===== src/rtl/ascon_ctrl_fsm.sv =====
// Sequencing controller for the ASCON-128 encryption datapath: steps the shared
// round counter and permutation/XOR controls through init, AD, plaintext and final.
module ascon_ctrl_fsm (
  input  logic       clock_i,
  input  logic       resetb_i,
  input  logic       start_i,
  input  logic [2:0] ad_blocks_i,
  input  logic [2:0] pt_blocks_i,
  input  logic       data_valid_i,
  input  logic [3:0] cpt_i,
  output logic       data_ready_o,
  output logic       en_round_o,
  output logic       init_a_o,
  output logic       init_b_o,
  output logic       en_reg_state_o,
  output logic       input_select_o,
  output logic       xor_data_o,
  output logic       xor_key_begin_o,
  output logic       xor_key_end_o,
  output logic       xor_lsb_o,
  output logic       cipher_valid_o,
  output logic       tag_valid_o,
  output logic       busy_o
);

  // Handshake: a block transfers in exactly the cycle where data_ready_o and
  // data_valid_i are both high; data_ready_o only rises in the WAIT states and
  // may stay high indefinitely, data_valid_i is ignored everywhere else.

  typedef enum logic [3:0] {
    IDLE      = 4'd0,
    INIT_CONF = 4'd1,
    INIT_RND  = 4'd2,
    AD_WAIT   = 4'd3,
    AD_RND    = 4'd4,
    PT_WAIT   = 4'd5,
    PT_RND    = 4'd6,
    FIN_RND   = 4'd7,
    DONE      = 4'd8
  } state_t;

  state_t     state, state_n;
  logic [2:0] ad_left, ad_left_n;
  logic [2:0] pt_left, pt_left_n;

  logic last_rnd;
  logic first_pb;
  assign last_rnd = (cpt_i == 4'd11);
  assign first_pb = (cpt_i == 4'd6);

  always_ff @(posedge clock_i or negedge resetb_i) begin
    if (!resetb_i) begin
      state   <= IDLE;
      ad_left <= 3'd0;
      pt_left <= 3'd0;
    end else begin
      state   <= state_n;
      ad_left <= ad_left_n;
      pt_left <= pt_left_n;
    end
  end

  always_comb begin
    state_n         = state;
    ad_left_n       = ad_left;
    pt_left_n       = pt_left;
    data_ready_o    = 1'b0;
    en_round_o      = 1'b0;
    init_a_o        = 1'b0;
    init_b_o        = 1'b0;
    en_reg_state_o  = 1'b0;
    input_select_o  = 1'b0;
    xor_data_o      = 1'b0;
    xor_key_begin_o = 1'b0;
    xor_key_end_o   = 1'b0;
    xor_lsb_o       = 1'b0;
    cipher_valid_o  = 1'b0;
    tag_valid_o     = 1'b0;
    busy_o          = (state != IDLE);

    unique case (state)
      IDLE: begin
        if (start_i) begin
          ad_left_n = ad_blocks_i;
          pt_left_n = (pt_blocks_i == 3'd0) ? 3'd1 : pt_blocks_i;
          state_n   = INIT_CONF;
        end
      end
      INIT_CONF: begin
        en_round_o = 1'b1;
        init_a_o   = 1'b1;
        state_n    = INIT_RND;
      end
      INIT_RND: begin
        en_round_o     = 1'b1;
        en_reg_state_o = 1'b1;
        input_select_o = (cpt_i != 4'd0);
        if (last_rnd) begin
          xor_key_end_o = 1'b1;
          if (ad_left == 3'd0) begin
            xor_lsb_o = 1'b1;
            state_n   = PT_WAIT;
          end else begin
            state_n = AD_WAIT;
          end
        end
      end
      AD_WAIT: begin
        data_ready_o = 1'b1;
        if (data_valid_i) begin
          en_round_o = 1'b1;
          init_b_o   = 1'b1;
          state_n    = AD_RND;
        end
      end
      AD_RND: begin
        en_round_o     = 1'b1;
        en_reg_state_o = 1'b1;
        input_select_o = 1'b1;
        xor_data_o     = first_pb;
        if (last_rnd) begin
          ad_left_n = ad_left - 3'd1;
          if (ad_left == 3'd1) begin
            xor_lsb_o = 1'b1;
            state_n   = PT_WAIT;
          end else begin
            state_n = AD_WAIT;
          end
        end
      end
      PT_WAIT: begin
        data_ready_o = 1'b1;
        if (data_valid_i) begin
          en_round_o = 1'b1;
          // The last plaintext block runs the 12-round finalization directly.
          if (pt_left > 3'd1) begin
            init_b_o = 1'b1;
            state_n  = PT_RND;
          end else begin
            init_a_o = 1'b1;
            state_n  = FIN_RND;
          end
        end
      end
      PT_RND: begin
        en_round_o     = 1'b1;
        en_reg_state_o = 1'b1;
        input_select_o = 1'b1;
        if (first_pb) begin
          xor_data_o     = 1'b1;
          cipher_valid_o = 1'b1;
        end
        if (last_rnd) begin
          pt_left_n = pt_left - 3'd1;
          state_n   = PT_WAIT;
        end
      end
      FIN_RND: begin
        en_round_o     = 1'b1;
        en_reg_state_o = 1'b1;
        input_select_o = 1'b1;
        if (cpt_i == 4'd0) begin
          xor_data_o      = 1'b1;
          xor_key_begin_o = 1'b1;
          cipher_valid_o  = 1'b1;
        end
        if (last_rnd) begin
          xor_key_end_o = 1'b1;
          state_n       = DONE;
        end
      end
      DONE: begin
        tag_valid_o = 1'b1;
        state_n     = IDLE;
      end
      default: state_n = IDLE;
    endcase
  end

endmodule


===== config.mk =====
export PLATFORM = sky130hd
export DESIGN_NAME = ascon_ctrl_fsm
export DESIGN_NICKNAME = d
export VERILOG_FILES = /design/src/rtl/ascon_ctrl_fsm.sv
export SDC_FILE = /design/constraint.sdc
export NUM_CORES = 1
export LEC_CHECK = 0
export ABC_AREA = 1
export BUFFER_PORTS_ARGS = -buffer_cell sky130_fd_sc_hd__buf_2
export CAP_MARGIN = 40
export CORE_MARGIN = 2
export CORE_UTILIZATION = 52
export CTS_CLUSTER_DIAMETER = 100
export DETAILED_ROUTE_END_ITERATION = 6
export PLACE_DENSITY_LB_ADDON = 0.25
export SYNTH_ARGS = -nofsm -noshare
export SYNTH_HDL_FRONTEND = slang
export SYNTH_SLANG_ARGS = --single-unit

===== constraint.sdc =====
create_clock -name clock_i -period 1.35 [get_ports clock_i]
set_input_delay 0.2025 -clock clock_i [delete_from_list [all_inputs] [get_ports clock_i]]
set_output_delay 0.2025 -clock clock_i [all_outputs]
set_load 0.02 [all_outputs]

* After elaboration in Yosys (flattened, before gate mapping)
Index checks and enable logic that the tools add are counted.
Operators by class: $add $sub $neg 2, order comparisons 1, equality and inequality tests 18, muxes and demuxes 42, reduce and logical (&&, ||, !) cells 16
Operators by type and width (number):
- $pmux 4 s8 | 1
- $mux 4 | 7
- $mux 3 | 7
- $eq 4x3->1 const B | 5
- $mux 1 | 18
- $ne 2x2->1 const B | 7
- $pmux 1 s2 | 6
- $pmux 3 s2 | 2
- $eq 4x2->1 const B | 2
- $eq 4x4->1 const B | 2
- $logic_not 4->1 | 2
- $reduce_bool 4->1 | 2
- $reduce_and 7->1 | 1
- $logic_not 3->1 | 2
- $reduce_and 3->1 | 2
- $sub 3x1->3 const B | 2
- $reduce_or 5->1 | 1
- $eq 4x1->1 const B | 1
- $reduce_bool 2->1 | 2
- $reduce_or 2->1 | 2
- $reduce_or 4->1 | 1
- $eq 3x1->1 const B | 1
- $gt 3x1->1 const B | 1
- $pmux 1 s3 | 1
- $reduce_or 3->1 | 1
Storage, ports and cells: register bits after elaboration 10, bits of input ports 14, output and inout port bits 13, logic and storage cells 82

* Depth between registers and ports, before layout
Gate-level depths: netlist of the first run.
depth after elaboration 4, depth in mapped cells 9, mapped depth without buffers 9

* Worst setup path before layout of the first run
No wires, ideal clock.
path kind register to output, start register state[3], end output init_b_o, arrival time 1.399 ns, setup slack -0.251 ns, stages on the path, launching flop included 7, path buffers 1, path through dfrtp_1 -> nor2_2 -> buf_6 -> nand2_2 -> nand2_2 -> nand2_1 -> a21oi_1
Between the ends: cells in the longest elaborated chain, start to end 2, elaborated cells between the ends (all ways) 3, those cells by class eq/ne (2); mux (1)
RTL lines:
- start: declaration | RTL line 42 | state_t state, state_n;
- start signal: assignment | RTL line 57 | state <= state_n;
- $eq 4x3->1 or $eq 4x2->1 (tied branches) | RTL line 81 | unique case (state)
- $pmux 1 s2 * | RTL line 81
- end: declaration | RTL line 14 | output logic init_b_o,
Mark *: on every way between the ends. The rest lies on a longest branch, timed or not.

* Worst setup path after layout of the first run
start register state[3], end output en_round_o
Between the ends: cells in the longest elaborated chain, start to end 3, elaborated cells between the ends (all ways) 10, those cells by class eq/ne (7); mux (1); reduce/logical (2)
RTL lines:
- $eq 4x3->1 (tied with other cells) | RTL line 81
- $reduce_or 5->1 (no source line) or $reduce_or 2->1 (tied branches)
- $pmux 1 s2 * | RTL line 81
- end: declaration | RTL line 12 | output logic en_round_o,
Marks and branches as above.

==> summary.md, run 1 <==
| Metric | Value |
|---|---|
| Max-cap violations | `0` |
| FF+latch count, synth | `10` |
| Crit-path slowest cell | `dfrtp_2` |
| Post-synthesis sequential area ratio | `24.7%` |
| Clock root buffer | `clkbuf_4` |
| Final Hold Vio Count | `0` |
| Crit start category | `register` |
| Total track usage | `33.4%` |
| Filler cells | `82` |
| Synth top area cells | `dfrtp_1, nand2_1, ha_1` |
| Pleak | `0.848 nW` |
| Peak supply drop | `1620 uV` |
| Yosys cell types | `26` |
| Detailed Routing Iterations Pass 1 | `4` |
| Mapped Nets | `163` |
| R2R Setup Slk | `-240 ps` |
| Yosys warns | `0` |
| CTS Sinks | `10` |
| Top-area cell type share of the netlist area | `24.7%` |
| CTS H-tree depth | `1` |
| Final period util | `132%` |
| Failing checks | `negative setup slack` |
| Post-Syn Area | `1010 um2` |
| Clock transition at the registers of the reported paths | `80 ps` |
| Synth Flop Type | `dfrtp_1` |
| Power per Cell Area | `2380 nW/um2` |
| Number of synthesized flops with an enable pin | `0` |
| Area delta synth->final | `58.9%` |
| Vias in the first global route | `1162` |
| Die width | `48.2 um` |
| Via density | `5.91` |
| Total core area | `1780 um2` |
| DRC violation total after the first TritonRoute iteration | `59` |
| PnR worst setup slack | `-433 ps` |
| Die Y | `48.2 um` |
| GP Congestion | `0.865` |
| Routed vias | `1323` |
| Mean Syn Cell Area | `7.05 um2` |
| Fin Setup TNS | `-6140 ps` |
| Dpl hpwl | `2100 um` |
| First-pass GRT wire length | `5260 um` |
| Clock Skews | `24.4 ps` |
| Min Hold Slack | `290 ps` |
| Clk Latency, worst-skew pair | `270 ps` |
| CTS Buf Count | `3` |
| Largest net degree at the start of global routing | `11` |
| Arrival time at the worst endpoint | `1580 ps` |
| Largest buffer count on any clock path | `2` |
| Cells after Synth | `144` |
| Detailed-route wire length | `4150 um` |
| Initial core utilization | `56.9%` |
| Tmin final | `1780 ps` |
| CP peak stage delay | `440 ps` |
| Multi-input logic area | `772 um2` |
| # diodes | `0` |
| Antenna-violating nets left | `0` |
| Status | `finished, violations left` |
| RSZ-0062 raised after global routing | `true` |
| Yosys top cell by area | `dfrtp_1` |
| Gr ovfl total | `0` |
| CTS tree | `done` |
| # IOs | `27` |
| Critical path peak fanout | `7` |
| Wire per inst | `18.5 um` |
| Most frequent cell after synthesis | `nand2_1` |
| Final setup vio count | `23` |
| Post-synth ARST share | `100%` |
| Layout cells sized above 1 | `52.8%` |
| Synth cell count leaders | `nand2_1, inv_1, dfrtp_1, nand3_1, o21ai_0` |
| Critical Path RT | `1150 ps` |
| Worst path cell trace | `buf_12 > nor2_4 > nand2_4 > nand2_4 > nand2_4 > nand4_1 > buf_4` |
| Worst hold path type | `in2reg` |
| Final net count | `219` |
| Crit path kind | `reg2out` |
| Port Buf Inserts | `26` |
| Critical path endpoint category | `output pin` |
| Fmax achieved | `561 MHz` |
| Tightest Pin Transition | `358 ps` |
| # rows | `15` |
| Most numerous cell on the critical path | `nand2_4` |
| DR DRC count | `0` |
| Max-slew violations | `0` |
| FF/Latch Area | `255 um2` |
| Initial antenna violation count | `0` |
| Slew margin rel. | `76.0%` |
| Die ar. | `2320 um2` |
[cell type report]
class | count | area share, %
inverters | 20 | 4.65
repair buffers | 53 | 28.1
clock buffers | 4 | 1.63
multi-input cells | 112 | 47.9
well taps | 25 | 1.94
flip-flops and latches | 10 | 15.8
[critical path, delay by kind of cell, from the launching register on]
kind	cells	cell delay, ps
and+or+nand+nor	5	560
DFF	1	440
buffers and inverters	2	310
[cell usage in the layout (no fill, tap or decap), types with 2 or more instances in the layout]
| cell | count |
|---|---|
| buf_6 | 10 |
| o21ai_2 | 3 |
| inv_2 | 8 |
| nand2_1 | 36 |
| nand4_1 | 6 |
| ha_1 | 5 |
| o21ai_1 | 5 |
| buf_12 | 4 |
| dfrtp_1 | 6 |
| nor2_4 | 3 |
| inv_1 | 11 |
| dfrtp_2 | 4 |
| buf_4 | 24 |
| a21oi_2 | 2 |
| o21ai_0 | 5 |
| nor2_2 | 3 |
| nand3_2 | 3 |
| nor2_8 | 2 |
| xnor2_1 | 2 |
| nand3_1 | 9 |
| nor2_1 | 5 |
| nand2_2 | 10 |
| buf_2 | 14 |
| nand2_4 | 6 |
| clkbuf_4 | 3 |
[state kept, by name, indices dropped and copies added, names as in the netlist]
register  count
state         4
pt_left       3
ad_left       3
[routing by layer]
metal / global-route usage (%) / part of all wire (%) / vias up
met5: 0 / 0 / -
met4: 16.2 / 6.7 / 0
met3: 11.9 / 8.8 / 38
met2: 58.7 / 49 / 104
met1: 35.0 / 35 / 603
li1: - / - / 578
[kinds of logic (layout without fill, tap and decap cells)]
group | Yosys count | after routing | synth area share (%)
AO/OA/AOI/OAI | 18 | 18 | 10.2
XOR/XNOR | 2 | 2 | 1.73
adder cells (fa/ha/maj) | 5 | 5 | 6.17
buffers and inverters | 22 | 77 | 9.62
flip-flops | 10 | 10 | 24.7
AND/OR/NAND/NOR | 87 | 87 | 47.6
[final timing paths]
check                        endpoint           start  depth (start not counted)
max reg2reg                  state[0]        state[3]                          8
max                        en_round_o        state[3]                          7
min                        ad_left[1]  ad_blocks_i[1]                          5
min reg2reg                pt_left[1]      pt_left[1]                          2
min in group asynchronous  pt_left[2]        resetb_i                          2
max in group asynchronous  pt_left[0]        resetb_i                          2
[power by group]
part / internal, mW / switching [mW]
registers: 0.448 / 0.156
logic: 1.26 / 1.77
clock network: 0.113 / 0.0980
[per-stage QoR]
step	cells	utilization, %	total power, mW	setup slack (ps)	cell area, um2
floorplan	144	-	2.17	-20.7	1080
global placement	212	78.7	2.91	-38.1	1400
CTS	220	86.6	3.43	-305	1540
finish	224	90.5	3.84	-433	1610
global route	224	90.5	4.08	-502	1610
detailed placement	212	78.7	2.98	-81.9	1400
[repair_timing]
| item | 4_1_cts | 5_1_grt |
|---|---|---|
| pin swaps | 9 | 5 |
| setup buffers | 4 | 4 |
| endpoints found under the setup margin | 23 | 23 |
| hold endpoints to repair | 10 | 0 |
| hold buffers | 1 | 0 |
| gates cloned | 0 | 0 |
| resized for setup | 30 | 11 |
Note: power is estimated with default switching activity, not from simulation.
==> run 2: changes to the inputs <==
Settings changed: REMOVE_ABC_BUFFERS set to 1.
==> run 2 against run 1 <==
The flow now stops in global routing; synthesized cell count did not move; area after synthesis unchanged.
==> summary.md, run 2 <==
| Metric | Value |
|---|---|
| Largest buffer count on any clock path | `2 (unchanged)` |
| Post-synth ARST share | `100% (unchanged)` |
| Mux contribution to synthesized area | `0% (unchanged)` |
| Number of synthesized flops with an enable pin | `0 (unchanged)` |
| Synth Area in Simple Gates | `47.6% (unchanged)` |
| # rows | `15 (unchanged)` |
| Post-synthesis sequential area ratio | `24.7% (unchanged)` |
| # IOs | `27 (unchanged)` |
| Worst ep type | `top-level output` |
| GP Congestion | `0.924 (was 0.865)` |
| Top-area cell type share of the netlist area | `24.7% (unchanged)` |
| Err | `[ERROR DPL-0038] Utilization greater than 100%, impossible to legalize` |
| CTS Sinks | `10 (unchanged)` |
| Cells after Synth | `144 (unchanged)` |
| Yosys cell types | `26 (unchanged)` |
| CTS Buf Count | `3 (unchanged)` |
| Clock root buffer | `clkbuf_4 (unchanged)` |
| Largest net degree at the start of global routing | `11` |
| Placed instance count | `218 (was 212)` |
| Synth Flop Type | `dfrtp_1 (unchanged)` |
| Initial core utilization | `56.9% (unchanged)` |
| Post-GRT worst EP | `xor_lsb_o` |
| Synth Area in Adders | `6.17% (unchanged)` |
| Last stage | `global routing` |
| Most frequent cell after synthesis | `nand2_1 (unchanged)` |
| Yosys warns | `0 (unchanged)` |
| Post-Syn Area | `1010 um2 (unchanged)` |
| Mean Syn Cell Area | `7.05 um2 (unchanged)` |
| Dpl hpwl | `2370 um (was 2100 um)` |
| Die width | `48.2 um (unchanged)` |
| CTS H-tree depth | `1 (unchanged)` |
| Port Buf Inserts | `26 (unchanged)` |
| XOR/XNOR share of the synthesized area | `1.73% (unchanged)` |
| Status | `did not finish (was finished, violations left)` |
| Synth Area in Compound Gates | `10.2% (unchanged)` |
| Die Y | `48.2 um (unchanged)` |
| Main combinational cell family by area after synthesis | `simple AND/OR/NAND/NOR gates (unchanged)` |
| Yosys top cell by area | `dfrtp_1 (unchanged)` |
| Synth cell count leaders | `nand2_1, inv_1, dfrtp_1, nand3_1, o21ai_0 (unchanged)` |
| FF+latch count, synth | `10 (unchanged)` |
| Synth top area cells | `dfrtp_1, nand2_1, ha_1 (unchanged)` |
## run 2: metrics by stage
step	cell area, um2	worst slack (ps)	util (%)
2_1_floorplan	992	-383	-
3_3_place_gp	1370	-36.2	76.6
3_5_place_dp	1370	-94.4	76.6
4_1_cts	1710	-324	95.9
## run 2: cells by family after synthesis
group                      Yosys count
AOI/OAI and AO/OA                   18
xor gates and xnor gates             2
adders and majority gates            5
buffers and inverters               22
DFF                                 10
and+or+nand+nor                     87
## run 2: repair_timing
item	CTS
hold endpoints to repair	10
pin swaps	19
hold buffers	1
setup endpoints to repair	22
resized for setup	61
buffers inserted	16
==> run 3: changes to the inputs <==
Settings changed: CORE_AREA set to 2 2 63 65, CORE_MARGIN 2 to unset, CORE_UTILIZATION 52 to unset, CTS_CLUSTER_DIAMETER 100 to unset, DIE_AREA set to 0 0 65 67, PLACE_DENSITY_LB_ADDON 0.25 to 0.15.
==> run 3 against run 2 <==
The flow now finishes, with violations (negative setup slack).
==> summary.md, run 3 (synthesis gave the netlist of run 1 again) <==
| Metric | Value |
|---|---|
| Antenna-violating nets left | `0` |
| Max-slew violations | `0` |
| Reg with most FFs | `state` |
| Tmin final | `1670 ps` |
| Placed Area | `1380 um2 (was 1370 um2)` |
| Critical path endpoint category | `output pin` |
| Layout cells sized above 1 | `53.4%` |
| Initial antenna violation count | `0` |
| Peak supply drop | `867 uV` |
| Area delta synth->final | `65.6%` |
| Clock transition at the registers of the reported paths | `50 ps` |
| Failing checks | `negative setup slack` |
| Critical path peak fanout | `3` |
| First-pass GRT wire length | `5050 um` |
| Fmax achieved | `598 MHz` |
| Wire per inst | `11.9 um` |
| Clock Skews | `0.707 ps` |
| Arrival time at the worst endpoint | `1470 ps` |
| Slew margin rel. | `76.8%` |
| DR DRC count | `0` |
| Power per Cell Area | `2300 nW/um2` |
| Worst Setup SP | `state[3]` |
| Port Buf Inserts | `26 (unchanged)` |
| Die width | `65 um (was 48.2 um)` |
| PnR worst setup slack | `-323 ps` |
| Vias in the first global route | `1195` |
| Status | `finished, violations left (was did not finish)` |
| # diodes | `0` |
| Metal3 WL | `101 um` |
| Critical Path RT | `1150 ps` |
| Largest regs | `state: 4 flops, ad_left: 3 flops, pt_left: 3 flops` |
| Max reg flops | `4` |
| R2R Setup Slk | `-110 ps` |
| Die Y | `67 um (was 48.2 um)` |
| Total core area | `3610 um2` |
| Pleak | `0.883 nW` |
| Detailed-route wire length | `3060 um` |
| Routed vias | `1161` |
| Fin Setup TNS | `-3500 ps` |
| Gr ovfl total | `0` |
| Final net count | `228` |
| GP Congestion | `0.818 (was 0.924)` |
| Cell depth of the worst flop-to-flop path | `9` |
| Filler cells | `387` |
| Critical R2R Launch | `state[1]` |
| Tightest Pin Transition | `346 ps` |
| Total power | `3.87 mW` |
| Final Hold Vio Count | `0` |
| CTS H-tree depth | `1 (unchanged)` |
| Clk Latency, worst-skew pair | `230 ps` |
| # IOs | `27 (unchanged)` |
| Worst hold path depth | `5` |
| Highest metal used | `met4` |
| Commonest non-fill, non-tap cell in the layout | `nand2_1` |
| Largest buffer count on any clock path | `2 (unchanged)` |
| Util after Layout | `46.6%` |
| Final setup vio count | `23` |
| Final period util | `124%` |
| Max-cap violations | `0` |
| Worst hold path type | `in2reg` |
| Initial core utilization | `28.1% (was 56.9%)` |
| DRC violation total after the first TritonRoute iteration | `37` |
| Largest net degree at the start of global routing | `11` |
| CTS Buf Count | `3 (unchanged)` |
| Die ar. | `4360 um2` |
| # rows | `22 (was 15)` |
| WHS Endpoint | `pt_left[2]` |
| Crit path kind | `reg2out` |
| Most frequent cells in the layout | `nand2_1, buf_4, buf_2` |
| Detailed Routing Iterations Pass 1 | `2` |
| Crit start category | `register` |
| Worst Hold Launch | `pt_blocks_i[2]` |
| Final Cell Area | `1680 um2` |
| Clock root buffer | `clkbuf_8 (was clkbuf_4)` |
| Total track usage | `15.0%` |
| Metal-1 WL | `1370 um` |
| Dpl hpwl | `2290 um (was 2370 um)` |
| Reg2reg end | `ad_left[1]` |
| Via density | `4.54` |
| CTS tree | `done` |
| Met2 wire len | `1540 um` |
| RSZ-0062 raised after global routing | `true` |
| CTS Sinks | `10 (unchanged)` |
[run 3: worst max-delay path: stages (launching register included)]
cell     delay (ps)
dfrtp_1         410
inv_2            90
nand2_2          70
nor2_1          120
inv_1            90
nor2_2          120
inv_1            60
o31ai_1          60
buf_2           200
[run 3: power by group]
part / internal (mW) / switching, mW
registers: 0.449 / 0.143
logic: 1.35 / 1.56
clock network: 0.256 / 0.113
total: 2.06 / 1.81
[run 3: worst max-delay path by stage]
stage	endpoint	slack, ps
floorplan	init_b_o	-380
global placement	ad_left[1]	-60
detailed placement	ad_left[1]	-70
CTS	cipher_valid_o	-240
global route	xor_data_o	-370
finish	xor_data_o	-320
[run 3: layer usage]
metal	vias to the layer above	track usage (%)
met2	20	27.2
met1	543	18.1
met3	4	3.89
met4	0	2.39
met5	-	0
li1	594	-
[run 3: final cells by class]
cell class / count / area [um2] / share of cell area, %
Tap cell: 48 / 60.1 / 3.57
Sequential cell: 10 / 254 / 15.1
Inverter: 20 / 75.1 / 4.47
Multi-Input combinational cell: 112 / 747 / 44.5
Timing Repair Buffer: 62 / 489 / 29.1
Clock buffer: 4 / 55.1 / 3.28
[run 3: repair_timing]
action | CTS | global route
pin swaps | 8 | 8
buffers inserted | 6 | 4
endpoints found under the hold margin | 10 | 0
hold buffers | 1 | 0
resized for setup | 44 | 12
setup endpoints to repair | 22 | 23
[run 3: metrics by stage]
step	std cells	setup slack [ps]	hold slack, ps
after floorplan	142	-383	-93.1
after global placement	241	-56.7	80.3
after detailed placement	241	-74.0	76.9
after CTS	252	-244	279
after global routing	256	-367	317
final	256	-323	284
==> run 4: changes to the inputs <==
Settings changed: GPL_TIMING_DRIVEN set to 0.
==> run 4 against run 3 <==
Register-to-register slack about the same; sequential share of layout area is 0.34 points higher; the flow still finishes with violations (negative setup slack); count of clock-buffer cells in the layout stayed put; power fell by 2.9%; utilization down 0.80 points; largest cell class unchanged; routed wire length fell by 2.3%.
==> summary.md, run 4 (synthesis gave the netlist of run 1 again) <==
| Metric | Value |
|---|---|
| Die width | `65 um (unchanged)` |
| Layout cells sized above 1 | `56.3% (was 53.4%)` |
| Peak supply drop | `914 uV (was 867 uV)` |
| Most frequent cells in the layout | `nand2_1, buf_4, buf_2 (unchanged)` |
| Clk Latency, worst-skew pair | `230 ps (about the same)` |
| DRC violation total after the first TritonRoute iteration | `26 (was 37)` |
| Final Hold Vio Count | `0 (unchanged)` |
| Pleak | `0.851 nW (was 0.883 nW)` |
| Final setup vio count | `21 (was 23)` |
| Initial core utilization | `28.1% (unchanged)` |
| Filler cells | `366 (was 387)` |
| Area delta synth->final | `62.8% (was 65.6%)` |
| Detailed Routing Iterations Pass 1 | `4 (was 2)` |
| Clock transition at the registers of the reported paths | `50 ps (about the same)` |
| Clock Skews | `1.29 ps (was 0.707 ps)` |
| Fmax achieved | `599 MHz (was 598 MHz)` |
| Max-cap violations | `0 (unchanged)` |
| Antenna-violating nets left | `0 (unchanged)` |
| Slew margin rel. | `73.0% (was 76.8%)` |
| Final net count | `217 (was 228)` |
| Critical path peak fanout | `5 (was 3)` |
| Largest buffer count on any clock path | `2 (unchanged)` |
| Largest net degree at the start of global routing | `11 (unchanged)` |
| Total power | `3.75 mW (was 3.87 mW)` |
| First-pass GRT wire length | `4820 um (was 5050 um)` |
| Sequential share of power | `17.2% (was 15.3%)` |
| Status | `finished, violations left (unchanged)` |
| Total track usage | `14.2% (was 15.0%)` |
| # rows | `22 (unchanged)` |
| Reg with most FFs | `state (unchanged)` |
| Power per Cell Area | `2270 nW/um2 (was 2300 nW/um2)` |
| Dpl hpwl | `1960 um (was 2290 um)` |
| Max-slew violations | `0 (unchanged)` |
| Failing checks | `negative setup slack (unchanged)` |
| Die ar. | `4360 um2 (unchanged)` |
| Arrival time at the worst endpoint | `1470 ps (about the same)` |
| Critical Path RT | `1150 ps (about the same)` |
| DR DRC count | `0 (unchanged)` |
| Die Y | `67 um (unchanged)` |
| Largest regs | `state: 4 flops, ad_left: 3 flops, pt_left: 3 flops (unchanged)` |
| Final Cell Area | `1650 um2 (was 1680 um2)` |
| Total core area | `3610 um2 (unchanged)` |
| Worst hold path type | `in2reg (unchanged)` |
| Via density | `4.62 (was 4.54)` |
| Crit start category | `register (unchanged)` |
| Initial antenna violation count | `0 (unchanged)` |
| Clock root buffer | `clkbuf_8 (unchanged)` |
| Logic pwr share | `73.1% (was 75.2%)` |
| Vias in the first global route | `1126 (was 1195)` |
| Switching share of power | `48.7% (was 46.8%)` |
| Commonest non-fill, non-tap cell in the layout | `nand2_1 (unchanged)` |
| Gr ovfl total | `0 (unchanged)` |
| Port Buf Inserts | `26 (unchanged)` |
| Min Hold Slack | `299 ps (was 284 ps)` |
| Placed instance count | `216 (was 241)` |
| PnR worst setup slack | `-320 ps (was -323 ps)` |
| # diodes | `0 (unchanged)` |
| Max reg flops | `4 (unchanged)` |
| Placed Area | `1180 um2 (was 1380 um2)` |
| Clk pwr share | `9.8% (was 9.5%)` |
| Critical path endpoint category | `output pin (unchanged)` |
| Switch Pwr | `1.83 mW (was 1.81 mW)` |
| Detailed-route wire length | `2990 um (was 3060 um)` |
| Util after Layout | `45.8% (was 46.6%)` |
| CTS tree | `done (unchanged)` |
| Routed vias | `1131 (was 1161)` |
| Final period util | `124% (about the same)` |
| RSZ-0062 raised after global routing | `true (unchanged)` |
| Finished Layout Cells | `245 (was 256)` |
| GP Congestion | `0.871 (was 0.818)` |
| Cell Int Power | `1.93 mW (was 2.06 mW)` |
| CTS H-tree depth | `1 (unchanged)` |
| Wire per inst | `12.2 um (was 11.9 um)` |
| CTS Sinks | `10 (unchanged)` |
| Crit path kind | `reg2out (unchanged)` |
| CTS Buf Count | `3 (unchanged)` |
| # IOs | `27 (unchanged)` |
| Tmin final | `1670 ps (about the same)` |
| Tightest Pin Transition | `405 ps (was 346 ps)` |
## run 4: area by class of cell
cell class / count / area [um2] / share of cell area, %
multi-input cells: 112 / 787 / 47.7
repair buffers: 51 / 414 / 25.1
flip-flops and latches: 10 / 255 / 15.5
inverters: 20 / 80.1 / 4.85
well taps: 48 / 60.1 / 3.64
clock buffers: 4 / 55.1 / 3.33
## run 4: path summary, 6_finish.rpt
path                                start            end  slack [ps]  cells past startpoint
max reg2reg                      state[1]       state[2]        -120                      8
min in group asynchronous        resetb_i       state[3]         360                      2
max in group asynchronous        resetb_i       state[0]         790                      2
min                        pt_blocks_i[2]     pt_left[2]         300                      5
min reg2reg                    pt_left[2]     pt_left[2]         530                      2
max                              state[3]  xor_key_end_o        -320                      5
## run 4: layer usage
metal	vias to the layer above	global-route usage (%)	wire length [um]	part of all wire, %
li1	578	-	-	-
met1	527	17.0	1320	44
met2	22	25.5	1520	51
met3	4	3.55	110	3.7
met4	0	3.46	34	1.1
met5	-	0	0	0
## run 4: what timing repair did
item / CTS / global route
cloned: 0 / 0
endpoints found under the setup margin: 23 / 23
gates resized for setup: 47 / 28
hold endpoints to repair: 10 / 0
buffers inserted: 23 / 7
pin swaps: 18 / 18
hold buffers: 1 / 0
## run 4: worst max-delay path, cell delays in order (launching register included)
cell	delay, ps
dfrtp_2	460
nor2_4	210
buf_6	130
nand2_2	90
a21oi_2	170
buf_4	170
## run 4: power by group through the flow
stage / sequential (mW) / clock [mW] / combinational (mW)
after floorplan: 0.583 / 0 / 1.41
after global placement: 0.628 / 0 / 1.80
after detailed placement: 0.633 / 0 / 1.80
after CTS: 0.635 / 0.380 / 2.40
after global routing: 0.668 / 0.395 / 2.98
final: 0.644 / 0.367 / 2.74
## run 4: metrics by stage
step / setup TNS, ps / setup WS (ps)
6_report: -3590 / -320
5_1_grt: -5050 / -370
4_1_cts: -2790 / -292
3_5_place_dp: -4580 / -389
3_3_place_gp: -4830 / -408
2_1_floorplan: -2700 / -383
